[config.mk]
export PLATFORM = sky130hd
export DESIGN_NAME = bldc_commutation_sequencer
export DESIGN_NICKNAME = d
export VERILOG_FILES = /design/src/rtl/bldc_pkg.sv /design/src/rtl/bldc_commutation_sequencer_hall_filter.sv /design/src/rtl/bldc_commutation_sequencer.sv
export SDC_FILE = /design/constraint.sdc
export NUM_CORES = 1
export LEC_CHECK = 0
export ABC_AREA = 0
export BUFFER_PORTS_ARGS = -buffer_cell sky130_fd_sc_hd__buf_2
export CAP_MARGIN = 10
export CORE_MARGIN = 4
export CORE_UTILIZATION = 45
export CTS_CLUSTER_SIZE = 30
export DETAILED_ROUTE_END_ITERATION = 10
export PLACE_DENSITY = 0.66
export RECOVER_POWER = 100
export SLEW_MARGIN = 20
export SYNTH_ARGS = -nofsm -noshare
export SYNTH_HDL_FRONTEND = slang
export SYNTH_SLANG_ARGS = --single-unit
export TNS_END_PERCENT = 1
[constraint.sdc]
create_clock -name clk -period 3.1 [get_ports clk]
set_clock_uncertainty 0.15 [all_clocks]
set_input_delay 0.465 -clock clk [delete_from_list [all_inputs] [get_ports clk]]
set_output_delay 0.465 -clock clk [all_outputs]
set_load 0.01 [all_outputs]
[src/rtl/bldc_pkg.sv]
// Shared state type, fault codes and lookup helpers for the BLDC six-step commutation sequencer.
package bldc_pkg;

    typedef enum logic [1:0] {
        IDLE,
        DEAD,
        RUN,
        FAULT
    } state_t;

    localparam logic [1:0] FC_NONE   = 2'b00;
    localparam logic [1:0] FC_HALL   = 2'b01;
    localparam logic [1:0] FC_STALL  = 2'b10;
    localparam logic [2:0] STEP_NONE = 3'd7;

    // Hall code {C,B,A} to commutation step; 000 and 111 map to STEP_NONE.
    function automatic logic [2:0] hall_to_step(input logic [2:0] hall);
        case (hall)
            3'b001:  return 3'd0;
            3'b011:  return 3'd1;
            3'b010:  return 3'd2;
            3'b110:  return 3'd3;
            3'b100:  return 3'd4;
            3'b101:  return 3'd5;
            default: return STEP_NONE;
        endcase
    endfunction

    // Returns {hs, ls}; reverse rotation drives the same step with the sides swapped.
    function automatic logic [5:0] step_to_pattern(input logic [2:0] s, input logic rev);
        logic [2:0] h;
        logic [2:0] l;
        case (s)
            3'd0:    begin h = 3'b001; l = 3'b010; end
            3'd1:    begin h = 3'b001; l = 3'b100; end
            3'd2:    begin h = 3'b010; l = 3'b100; end
            3'd3:    begin h = 3'b010; l = 3'b001; end
            3'd4:    begin h = 3'b100; l = 3'b001; end
            3'd5:    begin h = 3'b100; l = 3'b010; end
            default: begin h = 3'b000; l = 3'b000; end
        endcase
        return rev ? {l, h} : {h, l};
    endfunction

endpackage

[src/rtl/bldc_commutation_sequencer_hall_filter.sv]
// Hall input synchroniser plus stability filter: hall_f follows the synced value only after
// FILT_CYCLES consecutive identical samples; hall_f_chg pulses for one clock on each update.
module hall_filter #(
    parameter int unsigned FILT_CYCLES = 4
) (
    input  logic       clk,
    input  logic       rst,
    input  logic [2:0] hall_in,
    output logic [2:0] hall_f,
    output logic       hall_f_chg
);

    logic [2:0] hall_m;
    logic [2:0] hall_s;
    logic [2:0] hall_p;
    logic [7:0] cnt;
    logic [7:0] cnt_nxt;

    // cnt is the length of the current run of identical samples, saturating at FILT_CYCLES.
    always_comb begin
        if (hall_s != hall_p)
            cnt_nxt = 8'd1;
        else if (cnt == 8'(FILT_CYCLES))
            cnt_nxt = cnt;
        else
            cnt_nxt = cnt + 8'd1;
    end

    always_ff @(posedge clk or posedge rst) begin
        if (rst) begin
            hall_m     <= '0;
            hall_s     <= '0;
            hall_p     <= '0;
            cnt        <= '0;
            hall_f     <= '0;
            hall_f_chg <= 1'b0;
        end else begin
            hall_m     <= hall_in;
            hall_s     <= hall_m;
            hall_p     <= hall_s;
            cnt        <= cnt_nxt;
            hall_f_chg <= 1'b0;
            if (cnt_nxt == 8'(FILT_CYCLES) && hall_s != hall_f) begin
                hall_f     <= hall_s;
                hall_f_chg <= 1'b1;
            end
        end
    end

endmodule

[src/rtl/bldc_commutation_sequencer.sv]
// Six-step hall-driven BLDC commutation sequencer with dead time and PWM-gated high side.
// Optional stall detection is compiled in with `define STALL_DETECT_EN.
module bldc_commutation_sequencer
    import bldc_pkg::*;
#(
    parameter int unsigned FILT_CYCLES  = 4,
    parameter int unsigned DEAD_CYCLES  = 8,
    parameter int unsigned STALL_CYCLES = 1000000
) (
    input  logic       clk,
    input  logic       rst,
    input  logic       en,
    input  logic       dir,
    input  logic       pwm_in,
    input  logic [2:0] hall_in,
    input  logic       fault_clr,
    output logic [2:0] hs,
    output logic [2:0] ls,
    output logic [2:0] step,
    output logic       comm_pulse,
    output logic       fault,
    output logic [1:0] fault_code
);

    logic [2:0] hall_f;
    logic       hall_f_chg;

    hall_filter #(
        .FILT_CYCLES(FILT_CYCLES)
    ) u_hall_filter (
        .clk       (clk),
        .rst       (rst),
        .hall_in   (hall_in),
        .hall_f    (hall_f),
        .hall_f_chg(hall_f_chg)
    );

    state_t     state;
    logic [2:0] tgt;
    logic       dir_l;
    logic [7:0] dead_cnt;
    logic [2:0] hall_step;
    logic       hall_ok;
    logic       new_tgt;
    logic [5:0] tgt_pat;
    logic       stall_hit;

    assign hall_step = hall_to_step(hall_f);
    assign hall_ok   = (hall_step != STEP_NONE);
    // Every hall_f update pulses hall_f_chg, so gating on it is equivalent to a level compare.
    assign new_tgt   = (hall_f_chg && hall_step != tgt) || (dir != dir_l);
    assign tgt_pat   = step_to_pattern(tgt, dir_l);

`ifdef STALL_DETECT_EN
    localparam int unsigned STALL_W = $clog2(STALL_CYCLES + 1);
    logic [STALL_W-1:0] stall_cnt;

    // Cleared whenever not in RUN; any re-entry to RUN passes through DEAD first.
    always_ff @(posedge clk or posedge rst) begin
        if (rst)
            stall_cnt <= '0;
        else if (state == RUN)
            stall_cnt <= stall_cnt + 1'b1;
        else
            stall_cnt <= '0;
    end

    assign stall_hit = (state == RUN) && (stall_cnt == STALL_W'(STALL_CYCLES - 1));
`else
    // Stall detection compiled out: STALL_CYCLES has no effect in this build.
    assign stall_hit = 1'b0 & (STALL_CYCLES != 0);
`endif

    always_ff @(posedge clk or posedge rst) begin
        if (rst) begin
            state      <= IDLE;
            tgt        <= '0;
            dir_l      <= 1'b0;
            dead_cnt   <= '0;
            hs         <= '0;
            ls         <= '0;
            step       <= STEP_NONE;
            comm_pulse <= 1'b0;
            fault      <= 1'b0;
            fault_code <= FC_NONE;
        end else begin
            comm_pulse <= 1'b0;
            hs         <= '0;
            ls         <= '0;
            case (state)
                IDLE: begin
                    step <= STEP_NONE;
                    if (en && hall_ok) begin
                        state    <= DEAD;
                        tgt      <= hall_step;
                        step     <= hall_step;
                        dir_l    <= dir;
                        dead_cnt <= '0;
                    end
                end
                DEAD: begin
                    if (!hall_ok) begin
                        state      <= FAULT;
                        step       <= STEP_NONE;
                        fault      <= 1'b1;
                        fault_code <= FC_HALL;
                    end else if (!en) begin
                        state <= IDLE;
                        step  <= STEP_NONE;
                    end else if (new_tgt) begin
                        tgt      <= hall_step;
                        step     <= hall_step;
                        dir_l    <= dir;
                        dead_cnt <= '0;
                    end else if (dead_cnt == 8'(DEAD_CYCLES - 1)) begin
                        state <= RUN;
                        hs    <= tgt_pat[5:3] & {3{pwm_in}};
                        ls    <= tgt_pat[2:0];
                    end else begin
                        dead_cnt <= dead_cnt + 8'd1;
                    end
                end
                RUN: begin
                    if (!hall_ok) begin
                        state      <= FAULT;
                        step       <= STEP_NONE;
                        fault      <= 1'b1;
                        fault_code <= FC_HALL;
                    end else if (stall_hit) begin
                        state      <= FAULT;
                        step       <= STEP_NONE;
                        fault      <= 1'b1;
                        fault_code <= FC_STALL;
                    end else if (!en) begin
                        state <= IDLE;
                        step  <= STEP_NONE;
                    end else if (new_tgt) begin
                        comm_pulse <= 1'b1;
                        state      <= DEAD;
                        tgt        <= hall_step;
                        step       <= hall_step;
                        dir_l      <= dir;
                        dead_cnt   <= '0;
                    end else begin
                        hs <= tgt_pat[5:3] & {3{pwm_in}};
                        ls <= tgt_pat[2:0];
                    end
                end
                FAULT: begin
                    if (fault_clr && !en) begin
                        state      <= IDLE;
                        fault      <= 1'b0;
                        fault_code <= FC_NONE;
                    end
                end
                default: state <= IDLE;
            endcase
        end
    end

endmodule

# ---- After elaboration in Yosys (flattened, before gate mapping)
# Index checks and enable logic that the tools add are counted.
dict set report word_totals {
  ff_bits 48
  latchBits 0
  ram_bits 0
  romBits 0
  input_bits 9
  output_inout_bits 13
  wordCells 145
  mem_count 0
}
dict set report classes {
  n_addsub 2
  multipliers 0
  div 0
  n_lt_le_gt_ge 0
  eq_ne 38
  shifts 0
  n_mux 65
  bitwise_logic 1
  reduce_logical 23
}
# operator count
set ops {}
lappend ops {{$mux 8} 10}
lappend ops {{$mux 3} 21}
lappend ops {{$eq 8x3->1 const B} 3}
lappend ops {{$pmux 3 s2} 4}
lappend ops {{$pmux 8 s3} 1}
lappend ops {{$mux 2} 10}
lappend ops {{$pmux 3 s3} 2}
lappend ops {{$pmux 3 s6} 1}
lappend ops {{$add 8x1->8 const B} 2}
lappend ops {{$ne 2x2->1 const B} 8}
lappend ops {{$eq 3x3->1 const B} 5}
lappend ops {{$reduce_or 2->1} 7}
lappend ops {{$eq 3x2->1 const B} 4}
lappend ops {{$ne 4x4->1 const B} 3}
lappend ops {{$mux 1} 11}
lappend ops {{$reduce_and 5->1} 2}
lappend ops {{$ne 3x3->1} 3}
lappend ops {{$pmux 2 s4} 1}
lappend ops {{$reduce_and 8->1} 1}
lappend ops {{$eq 3x1->1 const B} 2}
lappend ops {{$mux 6} 1}
lappend ops {{$ne 2x1->1 const B} 3}
lappend ops {{$ne 3x3->1 const B} 2}
lappend ops {{$eq 2x2->1 const B} 2}
lappend ops {{other kinds (15)} 20}

# ---- Longest topological paths before layout
# Gate-level depths: netlist of run 1.
dict set report logic_depth {
  ltp_word 10
  depth_mapped 8
  depth_no_buf 8
}

# ---- Hierarchy
# From an unflattened synthesis of run 1, not the netlist that was laid out.
dict set report unflattened {
  hier_cells 266
  area_unflattened_um2 2741.4
}
# mod instances cells_each area_per_inst_um2 seq_area_each_um2
set modules_own_cells {}
lappend modules_own_cells {bldc_commutation_sequencer 1 191 1790.5 629.4}
lappend modules_own_cells {hall_filter 1 75 950.9 525.5}

# ---- Worst setup path after synthesis of run 1
# No wires, ideal clock.
dict set report synth_timing {
  kind {register to register}
  from {reg u_hall_filter.cnt[3]}
  to {reg u_hall_filter.hall_f[0]}
  setup_ns 0.125
  arrival_time_ns 1.958
  required_ns 2.825
  slack_ns 0.867
  path_stages_with_launch 6
  n_path_buf 0
  period_less_slack_ns 2.233
  cell_sequence {dfrtp_1 nor4_1 nand4b_1 or3_4 a211oi_4 mux2_2}
}
dict set report synth_via {
  elab_chain_cells 5
  elab_cells_between_ends 6
  classes_between {add/sub (1); eq/ne (2); mux (2); reduce/logical (1)}
}
# item line_no
set synth_rtl {}
lappend synth_rtl {{from (decl)} bldc_commutation_sequencer_hall_filter.sv:16} ;# logic [7:0] cnt;
lappend synth_rtl {{from (signal assigned)} bldc_commutation_sequencer_hall_filter.sv:41} ;# cnt <= cnt_nxt;
lappend synth_rtl {{$add 8x1->8 / $eq 8x3->1 (equally long branches)} {bldc_commutation_sequencer_hall_filter.sv:26, bldc_commutation_sequencer_hall_filter.sv:23}}
lappend synth_rtl {{$mux 8 *} bldc_commutation_sequencer_hall_filter.sv:23} ;# else if (cnt == 8'(FILT_CYCLES))
lappend synth_rtl {{$mux 8 *} bldc_commutation_sequencer_hall_filter.sv:21} ;# if (hall_s != hall_p)
lappend synth_rtl {{$eq 8x3->1 *} bldc_commutation_sequencer_hall_filter.sv:43} ;# if (cnt_nxt == 8'(FILT_CYCLES) && hall_s != hall_f) begin
lappend synth_rtl {{$logic_and 1x1->1 *} bldc_commutation_sequencer_hall_filter.sv:43}
lappend synth_rtl {{to (signal assigned)} bldc_commutation_sequencer_hall_filter.sv:44} ;# hall_f <= hall_s;
lappend synth_rtl {{to (decl)} bldc_commutation_sequencer_hall_filter.sv:9} ;# output logic [2:0] hall_f,
# Mark *: on every way between the ends. The rest lies on a longest branch, timed or not.
# A chain may end at the register's enable or synchronous reset.

# ---- Worst setup path in the final report of run 1
dict set report layout_timing {
  from {reg tgt[1]}
  to {reg step[1]}
}
dict set report layout_via {
  elab_chain_cells 5
}
# item line_no
set layout_rtl {}
lappend layout_rtl {{from (decl)} bldc_commutation_sequencer.sv:39} ;# logic [2:0] tgt;
lappend layout_rtl {{from (signal assigned)} bldc_commutation_sequencer.sv:95} ;# tgt <= hall_step;
lappend layout_rtl {{from (signal assigned)} bldc_commutation_sequencer.sv:111} ;# tgt <= hall_step;
lappend layout_rtl {{from (signal assigned)} bldc_commutation_sequencer.sv:140} ;# tgt <= hall_step;
lappend layout_rtl {{$ne 3x3->1} bldc_commutation_sequencer.sv:51} ;# assign new_tgt = (hall_f_chg && hall_step != tgt) || (dir != dir_l);
lappend layout_rtl {{$logic_and 1x1->1} bldc_commutation_sequencer.sv:51}
lappend layout_rtl {{$logic_or 1x1->1} bldc_commutation_sequencer.sv:51}
lappend layout_rtl {{$ne 4x3->1 (no source line)} n/a}
lappend layout_rtl {{$reduce_and 2->1 (no source line)} n/a}
lappend layout_rtl {{to (signal assigned)} bldc_commutation_sequencer.sv:96} ;# step <= hall_step;
lappend layout_rtl {{to (signal assigned)} bldc_commutation_sequencer.sv:112} ;# step <= hall_step;
lappend layout_rtl {{to (signal assigned)} bldc_commutation_sequencer.sv:141} ;# step <= hall_step;
lappend layout_rtl {{to (decl)} bldc_commutation_sequencer.sv:19} ;# output logic [2:0] step,
# Every way passes these cells.

==> run_results.csv, run 1 <==
group,metric,value,unit
status,status,"finished, violations left",
status,violations,"max-capacitance violations, max-slew violations",
pwr,report.power.total,0.00199,W
global_route,grt_pass1_vias,1857,
cts,cts_setup_buffers,0,
logic_synthesis,synth_cell_types,52,
cells_and_area,num-nets-final,304,
logic_synthesis,postSynthCellCount,273,
routing,via_count,1938,
critical_path,cp-startpoint,"tgt[1]",
logic_synthesis,post-synth-top-area-fraction,41.1,%
sta,period_minus_slack,2720,ps
logic_synthesis,synth_simple_gate_area_share,20.5,%
floorplanning,pin_count,22,
critical_path,critPathArrivalTime,2800,ps
pwr,internal_power,0.00121,W
floorplanning,fp.dieW,84.2,µm
routing,ant_nets,0,
logic_synthesis,async_reset_ff_share,100,%
logic_synthesis,synth_largest_area_cell,"dfrtp_1",
global_route,grt_max_degree,47,
sta,finalHoldViolations,0,
pwr,pwr-share-seq,39.6,%
sta,drv_slew,47,
sta,tns,0,ps
logic_synthesis,ys.flop_type,"dfrtp_1",
logic_synthesis,synthAdderAreaFrac,3.83,%
critical_path,slowest_stage,"dfrtp_1",
cells_and_area,drive_above_1_share,12.2,%
floorplanning,rows,27,
global_route,grt_antenna_before_repair,0,
critical_path,rr_endpoint,"step[1]",
pwr,switching_share,38.8,%
flow_run,cap_violations,1,
cells_and_area,area_delta_synth_final,7.32,%
routing,via_per_inst,5.38,
critical_path,rrSetupSlack,380,ps
logic_synthesis,synth_xor_area_share,6.70,%
critical_path,path_buf_inv,0,
cells_and_area,multiInputGateArea,1330,µm²
critical_path,cp-end-kind,"flip-flop",
global_route,track_usage,14.6,%
global_route,grt_first_pass_wirelength,8.63,mm
critical_path,setup.worst_path.start_class,"flip-flop",
logic_synthesis,yosysSeqAreaShare,44.2,%
place,portBuffers,20,
logic_synthesis,synth-warning-count,0,
sta,post-route-period-util,87.9,%
routing,first_iter_violations,150,
logic_synthesis,synth_top_family_by_area,"simple AND/OR/NAND/NOR gates",
sta,worst_slew_pin_slew,1660,ps
critical_path,crit_cells,6,
global_route,grt.overflow.total,0,
critical_path,reg2reg_from,"tgt[1]",
critical_path,reg2reg_depth,6,
logic_synthesis,synth_edf_count,0,
cts,clk_path_buf_depth,2,
logic_synthesis,syn_nets,290,
place,place_congestion,0.777,
pwr,comb_power_share,38.0,%
logic_synthesis,synth_compound_gate_area_share,14.7,%
cts,clock_latency,290,ps
critical_path,cp_cell_sequence,"or3b_1 -> a21oi_1 -> o21ai_1 -> a21oi_1 -> a41oi_1 -> mux2_2",
logic_synthesis,syn-mean-instance-area,9.58,µm²
pwr,p_leak,1.15,nW
cells_and_area,layout_commonest_cell,"dfrtp_1",
pwr,ir_worst_vdd,0.331,mV
place,postPlaceCellArea,2740,µm²
critical_path,critical_path_class,"flip-flop to flip-flop",
routing,wl_per_cell,13.5,µm
routing,drcViolationCount,0,
cells_and_area,nFillCells,517,
pwr,clockPowerShare,22.4,%
cts,path_clk_slew,90,ps
critical_path,worstSetupEndpoint,"step[1]",
cells_and_area,final_cell_mix,"dfrtp_1 (43), nor2_1 (26), a21oi_1 (24)",
critical_path,slowest_delay,630,ps
logic_synthesis,netlist_area,2620,µm²
cells_and_area,seq_area,1150,µm²
floorplanning,start_util,46.9,%
cts,root_buffer,"clkbuf_8",
cells_and_area,diodes,0,
floorplanning,die_h,84.2,µm
sta,setup_viol,0,
critical_path,cp_top_family,"compound AO/OA/AOI/OAI gates",
cts,cts_resized,0,
sta,relSlewSlack,-10.8,%
sta,fmax,367,MHz
critical_path,critical_path_peak_fanout,17,
cells_and_area,stdcell_area,2810,µm²
pwr,p_switching,0.000771,W
cts,cts_max_level,2,
critical_path,path_common_cell,"a21oi_1",
logic_synthesis,yosys-top-cells-area,"dfrtp_1 (41%), a21oi_1 (4.4%), mux2_2 (4.3%), ha_1 (3.8%), nor2_1 (3.7%)",
pwr,p_per_area,708,nW/µm²
logic_synthesis,muxShareOfSynthArea,5.84,%
routing,drt_pass1_iterations,4,
cts,clkSinkCount,46,
logic_synthesis,synth-seq-cells,46,
floorplanning,die-area,7090,µm²
place,dp_hpwl,3.46,mm
routing,routed_wl,4.85,mm
hold_path,hold_path.class,"input pin to flip-flop",
cts,numCtsBuffers,5,
sta,grt_setup_unrepaired,"no",
critical_path,critPathRequiredTime,3180,ps
cts,cts_hold_buf,0,
floorplanning,core,5570,µm²
cts,cts_tree,"yes",
[sequential cells by signal, summed over array words and instances (netlist names)]
register                  flops
u_hall_filter.hall_f_chg      1
tgt                           3
u_hall_filter.hall_s          3
fault_code                    1
u_hall_filter.hall_m          3
u_hall_filter.hall_p          3
u_hall_filter.cnt             8
ls                            3
dir_l                         1
dead_cnt                      8
state                         2
step                          3
comm_pulse                    1
u_hall_filter.hall_f          3
hs                            3
[synthesized netlist by cell type (2+ instances only)]
| master | instances |
|---|---|
| nand3b_1 | 2 |
| o31ai_1 | 2 |
| inv_1 | 10 |
| ha_1 | 8 |
| or3_1 | 4 |
| xnor2_1 | 11 |
| mux2_2 | 10 |
| nand2b_1 | 4 |
| dfstp_2 | 3 |
| mux2i_1 | 4 |
| buf_2 | 4 |
| nand2_1 | 16 |
| clkbuf_1 | 5 |
| nor4_1 | 6 |
| a31oi_1 | 3 |
| nor3_1 | 8 |
| buf_4 | 4 |
| a211o_1 | 2 |
| nor2_1 | 26 |
| xor2_1 | 9 |
| o21bai_1 | 2 |
| and3_1 | 4 |
| o21ai_0 | 12 |
| nor2b_1 | 6 |
| o211ai_1 | 2 |
| nand3_1 | 12 |
| a21oi_1 | 23 |
| dfrtp_1 | 43 |
| nand4_1 | 4 |
| or4_1 | 2 |
[kinds of logic (layout without fill, tap and decap cells)]
kind of cell | after synthesis | count (layout)
simple gates | 103 | 103
compound gates | 58 | 58
flops | 46 | 46
buf+inv | 23 | 38
xor+xnor | 20 | 20
mux | 14 | 14
fa+ha+maj | 8 | 8
other cells | 1 | 1
[per-layer routing]
metal,vias to the layer above,GRT usage [%],share of wire [%]
met5,-,0,0
met4,0,5.26,0.76
met3,2,2.75,3.7
met2,28,22.9,46
met1,920,20.2,50
li1,988,-,-
[worst reg2reg max path, stage by stage, from the launching register on]
cell and delay [ps]:
dfrtp_1 630, or3b_1 390, a21oi_1 130, o21ai_1 170
a21oi_1 460, a41oi_1 360, mux2_2 370
[per-stage QoR]
step / setup slack [ps] / hold WS [ps] / utilization, % / cells
after floorplan: 867 / 181 / - / 273
after global placement: 578 / 185 / 49.1 / 352
after detailed placement: 524 / 190 / 49.1 / 352
after CTS: 514 / 104 / 51.1 / 360
after global routing: 207 / 100 / 50.3 / 360
final: 377 / 119 / 50.3 / 360
[power by group through the flow]
stage	Combinational, W	Clock (W)	Sequential [W]
floorplan	0.000701	0	0.000727
global placement	0.000767	0	0.000794
detailed placement	0.000771	0	0.000796
CTS	0.000772	0.000466	0.000785
global route	0.000858	0.000488	0.000802
finish	0.000755	0.000446	0.000786
[worst min-delay path by stage]
stage	depth (start not counted)	endpoint	startpoint
after floorplan	0	u_hall_filter.hall_s[0]	u_hall_filter.hall_m[0]
after global placement	0	u_hall_filter.hall_s[2]	u_hall_filter.hall_m[2]
after detailed placement	0	u_hall_filter.hall_s[2]	u_hall_filter.hall_m[2]
after CTS	1	u_hall_filter.hall_m[2]	hall_in[2]
after global routing	1	u_hall_filter.hall_m[2]	hall_in[2]
final	1	u_hall_filter.hall_m[2]	hall_in[2]
[layout make-up]
type	count	area share, %
multi-input combinational	204	47.3
sequential	46	41.2
tap	72	3.21
timing repair buffer	20	3.03
clock buffer	5	2.45
clock inverter	3	1.56
inverter	10	1.34
Note: power is estimated with default switching activity, not from simulation.
==> run 2: changes to the inputs <==
--- a/config.mk
+++ b/config.mk
@@ -9,10 +9,10 @@
 export BUFFER_PORTS_ARGS = -buffer_cell sky130_fd_sc_hd__buf_2
 export CAP_MARGIN = 10
 export CORE_MARGIN = 4
-export CORE_UTILIZATION = 45
+export CORE_UTILIZATION = 50
 export CTS_CLUSTER_SIZE = 30
 export DETAILED_ROUTE_END_ITERATION = 10
-export PLACE_DENSITY = 0.66
+export PLACE_DENSITY = 0.69
 export RECOVER_POWER = 100
 export SLEW_MARGIN = 20
 export SYNTH_ARGS = -nofsm -noshare
==> run 2 against run 1 <==
Die area down 9.1%. Global-route usage up 1.9 points. Critical endpoint unchanged. Combinational power up 0.8%. Final cell count down 0.56%. Maximum frequency up 1.1%. Setup slack better by 30 ps. Register-to-register slack better by 30 ps. Clock-buffer cell count up 1. Critical path depth unchanged. The flow still finishes with violations (max-capacitance violations, max-slew violations). Sequential cell count unchanged.
==> run_results.csv, run 2 (synthesis results as in run 1) <==
group,metric,value,unit
cts,clk_path_buf_depth,2,
cells_and_area,diodes,0,
cts,path_clk_slew,80,ps
pwr,report.power.total,0.00190,W
cells_and_area,drive_above_1_share,11.8,%
critical_path,setup.worst_path.start_class,"flip-flop",
global_route,busiest_layer,"met2",
routing,first_iter_violations,161,
place,place_congestion,0.895,
cells_and_area,layout_commonest_cell,"dfrtp_1",
cts,cts_tree,"yes",
pwr,p_per_area,685,nW/µm²
global_route,grt_pass1_vias,1819,
cts,cts_hold_buf,0,
global_route,grt_antenna_before_repair,0,
hold_path,hold_path.class,"input pin to flip-flop",
status,status,"finished, violations left",
cts,cts_max_level,2,
cts,clkSinkCount,46,
sta,worst_slew_pin_slew,1670,ps
floorplanning,fp.dieW,80.3,µm
place,dp_hpwl,3.45,mm
floorplanning,start_util,51.5,%
routing,wl_per_cell,13.5,µm
sta,whs,122,ps
critical_path,critical_path_peak_fanout,15,
pwr,p_leak,1.13,nW
sta,post-route-period-util,86.9,%
hold_path,hold_path_depth,1,
global_route,use_met3,3.70,%
hold_path,min_to,"u_hall_filter.hall_m[2]",
sta,fmax,371,MHz
cts,numCtsBuffers,5,
critical_path,critPathRequiredTime,3180,ps
sta,drv_slew,47,
global_route,grt_first_pass_wirelength,8.39,mm
cells_and_area,multiInputGateArea,1330,µm²
floorplanning,die-area,6450,µm²
sta,tns,0,ps
critical_path,reg2reg_depth,6,
critical_path,rr_endpoint,"step[1]",
cts,cts_resized,0,
cells_and_area,final_cell_mix,"dfrtp_1 (43), nor2_1 (26), a21oi_1 (24)",
status,violations,"max-capacitance violations, max-slew violations",
place,postPlaceCellArea,2730,µm²
pwr,ir_worst_vdd,0.368,mV
global_route,met1_usage,23.4,%
critical_path,reg2reg_from,"u_hall_filter.hall_f[0]",
sta,finalHoldViolations,0,
routing,via_count,1986,
critical_path,critical_path_class,"flip-flop to flip-flop",
critical_path,cp-end-kind,"flip-flop",
hold_path,hp-start,"hall_in[2]",
critical_path,slowest_stage,"dfrtp_1",
flow_run,cap_violations,1,
floorplanning,core,5070,µm²
sta,setup_viol,0,
global_route,grt_max_degree,47,
cells_and_area,stdcell_area,2780,µm²
sta,grt_setup_unrepaired,"no",
floorplanning,rows,26,
cells_and_area,nFillCells,485,
critical_path,slowest_delay,550,ps
routing,drt_pass1_iterations,4,
sta,period_minus_slack,2690,ps
cts,cts_setup_buffers,0,
critical_path,critPathArrivalTime,2770,ps
critical_path,cp_top_family,"compound AO/OA/AOI/OAI gates",
cells_and_area,area_delta_synth_final,6.22,%
floorplanning,pin_count,22,
cells_and_area,num-nets-final,304,
global_route,track_usage,16.6,%
cts,root_buffer,"clkbuf_8",
place,portBuffers,20,
global_route,grt.overflow.total,0,
critical_path,path_buf_inv,0,
critical_path,crit_cells,6,
critical_path,rrSetupSlack,410,ps
floorplanning,die_h,80.3,µm
cts,clock_latency,290,ps
global_route,grt.met2_usage,25.7,%
routing,routed_wl,4.85,mm
cells_and_area,largestRegisters,"dead_cnt: 8 flops, u_hall_filter.cnt: 8 flops",
routing,via_per_inst,5.55,
critical_path,cp_cell_sequence,"nor2b_1 -> and3_1 -> o21ai_1 -> a21oi_1 -> a41oi_1 -> mux2_2",
routing,ant_nets,0,
cells_and_area,seq_area,1150,µm²
sta,relSlewSlack,-11.3,%
routing,drcViolationCount,0,
## run 2: cell types whose count changed in the layout (fill, tap and decap cells not counted)
| cell | delta |
|---|---|
| bufinv_16 | -1 |
| or3_2 | -1 |
| clkinv_2 | +1 |
| clkbuf_1 | +1 |
| inv_6 | -1 |
| or3_4 | +1 |
## run 2: per-stage QoR
| step | utilization, % | setup WS (ps) | cells |
|---|---|---|---|
| 2_1_floorplan | - | 867 | 273 |
| 3_3_place_gp | 53.9 | 579 | 350 |
| 3_5_place_dp | 53.9 | 532 | 350 |
| 4_1_cts | 55.5 | 509 | 358 |
| 5_1_grt | 54.7 | 173 | 358 |
| 6_report | 54.7 | 407 | 358 |
## run 2: power by group
part	internal, W	leakage [nW]	switching (W)	total [W]
logic	0.000305	0.509	0.000456	0.000761
clock network	0.000157	0.0450	0.000197	0.000353
registers	0.000669	0.580	0.000120	0.000788
total	0.00113	1.13	0.000772	0.00190
## run 2: final cells by class
class	instances	share of cell area [%]
clock inverters	2	0.360
inverters	10	1.35
flip-flops and latches	46	41.6
multi-input cells	204	47.9
clock buffers	6	2.61
well taps	70	3.15
repair buffers	20	3.06
## run 2: layer usage
metal  vias up  wire length, µm  part of all wire, %
li1        995                -                    -
met1       949             2360                   49
met2        36             2270                   47
met3         6              176                  3.6
met4         0               43                 0.89
met5         -                0                    0
## run 2: how the worst max path moves through the flow
stage                             from                       to  slack, ps
2_1_floorplan     u_hall_filter.cnt[3]  u_hall_filter.hall_f[0]        870
3_3_place_gp   u_hall_filter.hall_f[0]                   tgt[2]        580
3_5_place_dp   u_hall_filter.hall_f[0]                    dir_l        530
4_1_cts        u_hall_filter.hall_f[0]                    dir_l        510
5_1_grt           u_hall_filter.cnt[3]  u_hall_filter.hall_f[1]        170
6_report       u_hall_filter.hall_f[0]                  step[1]        410
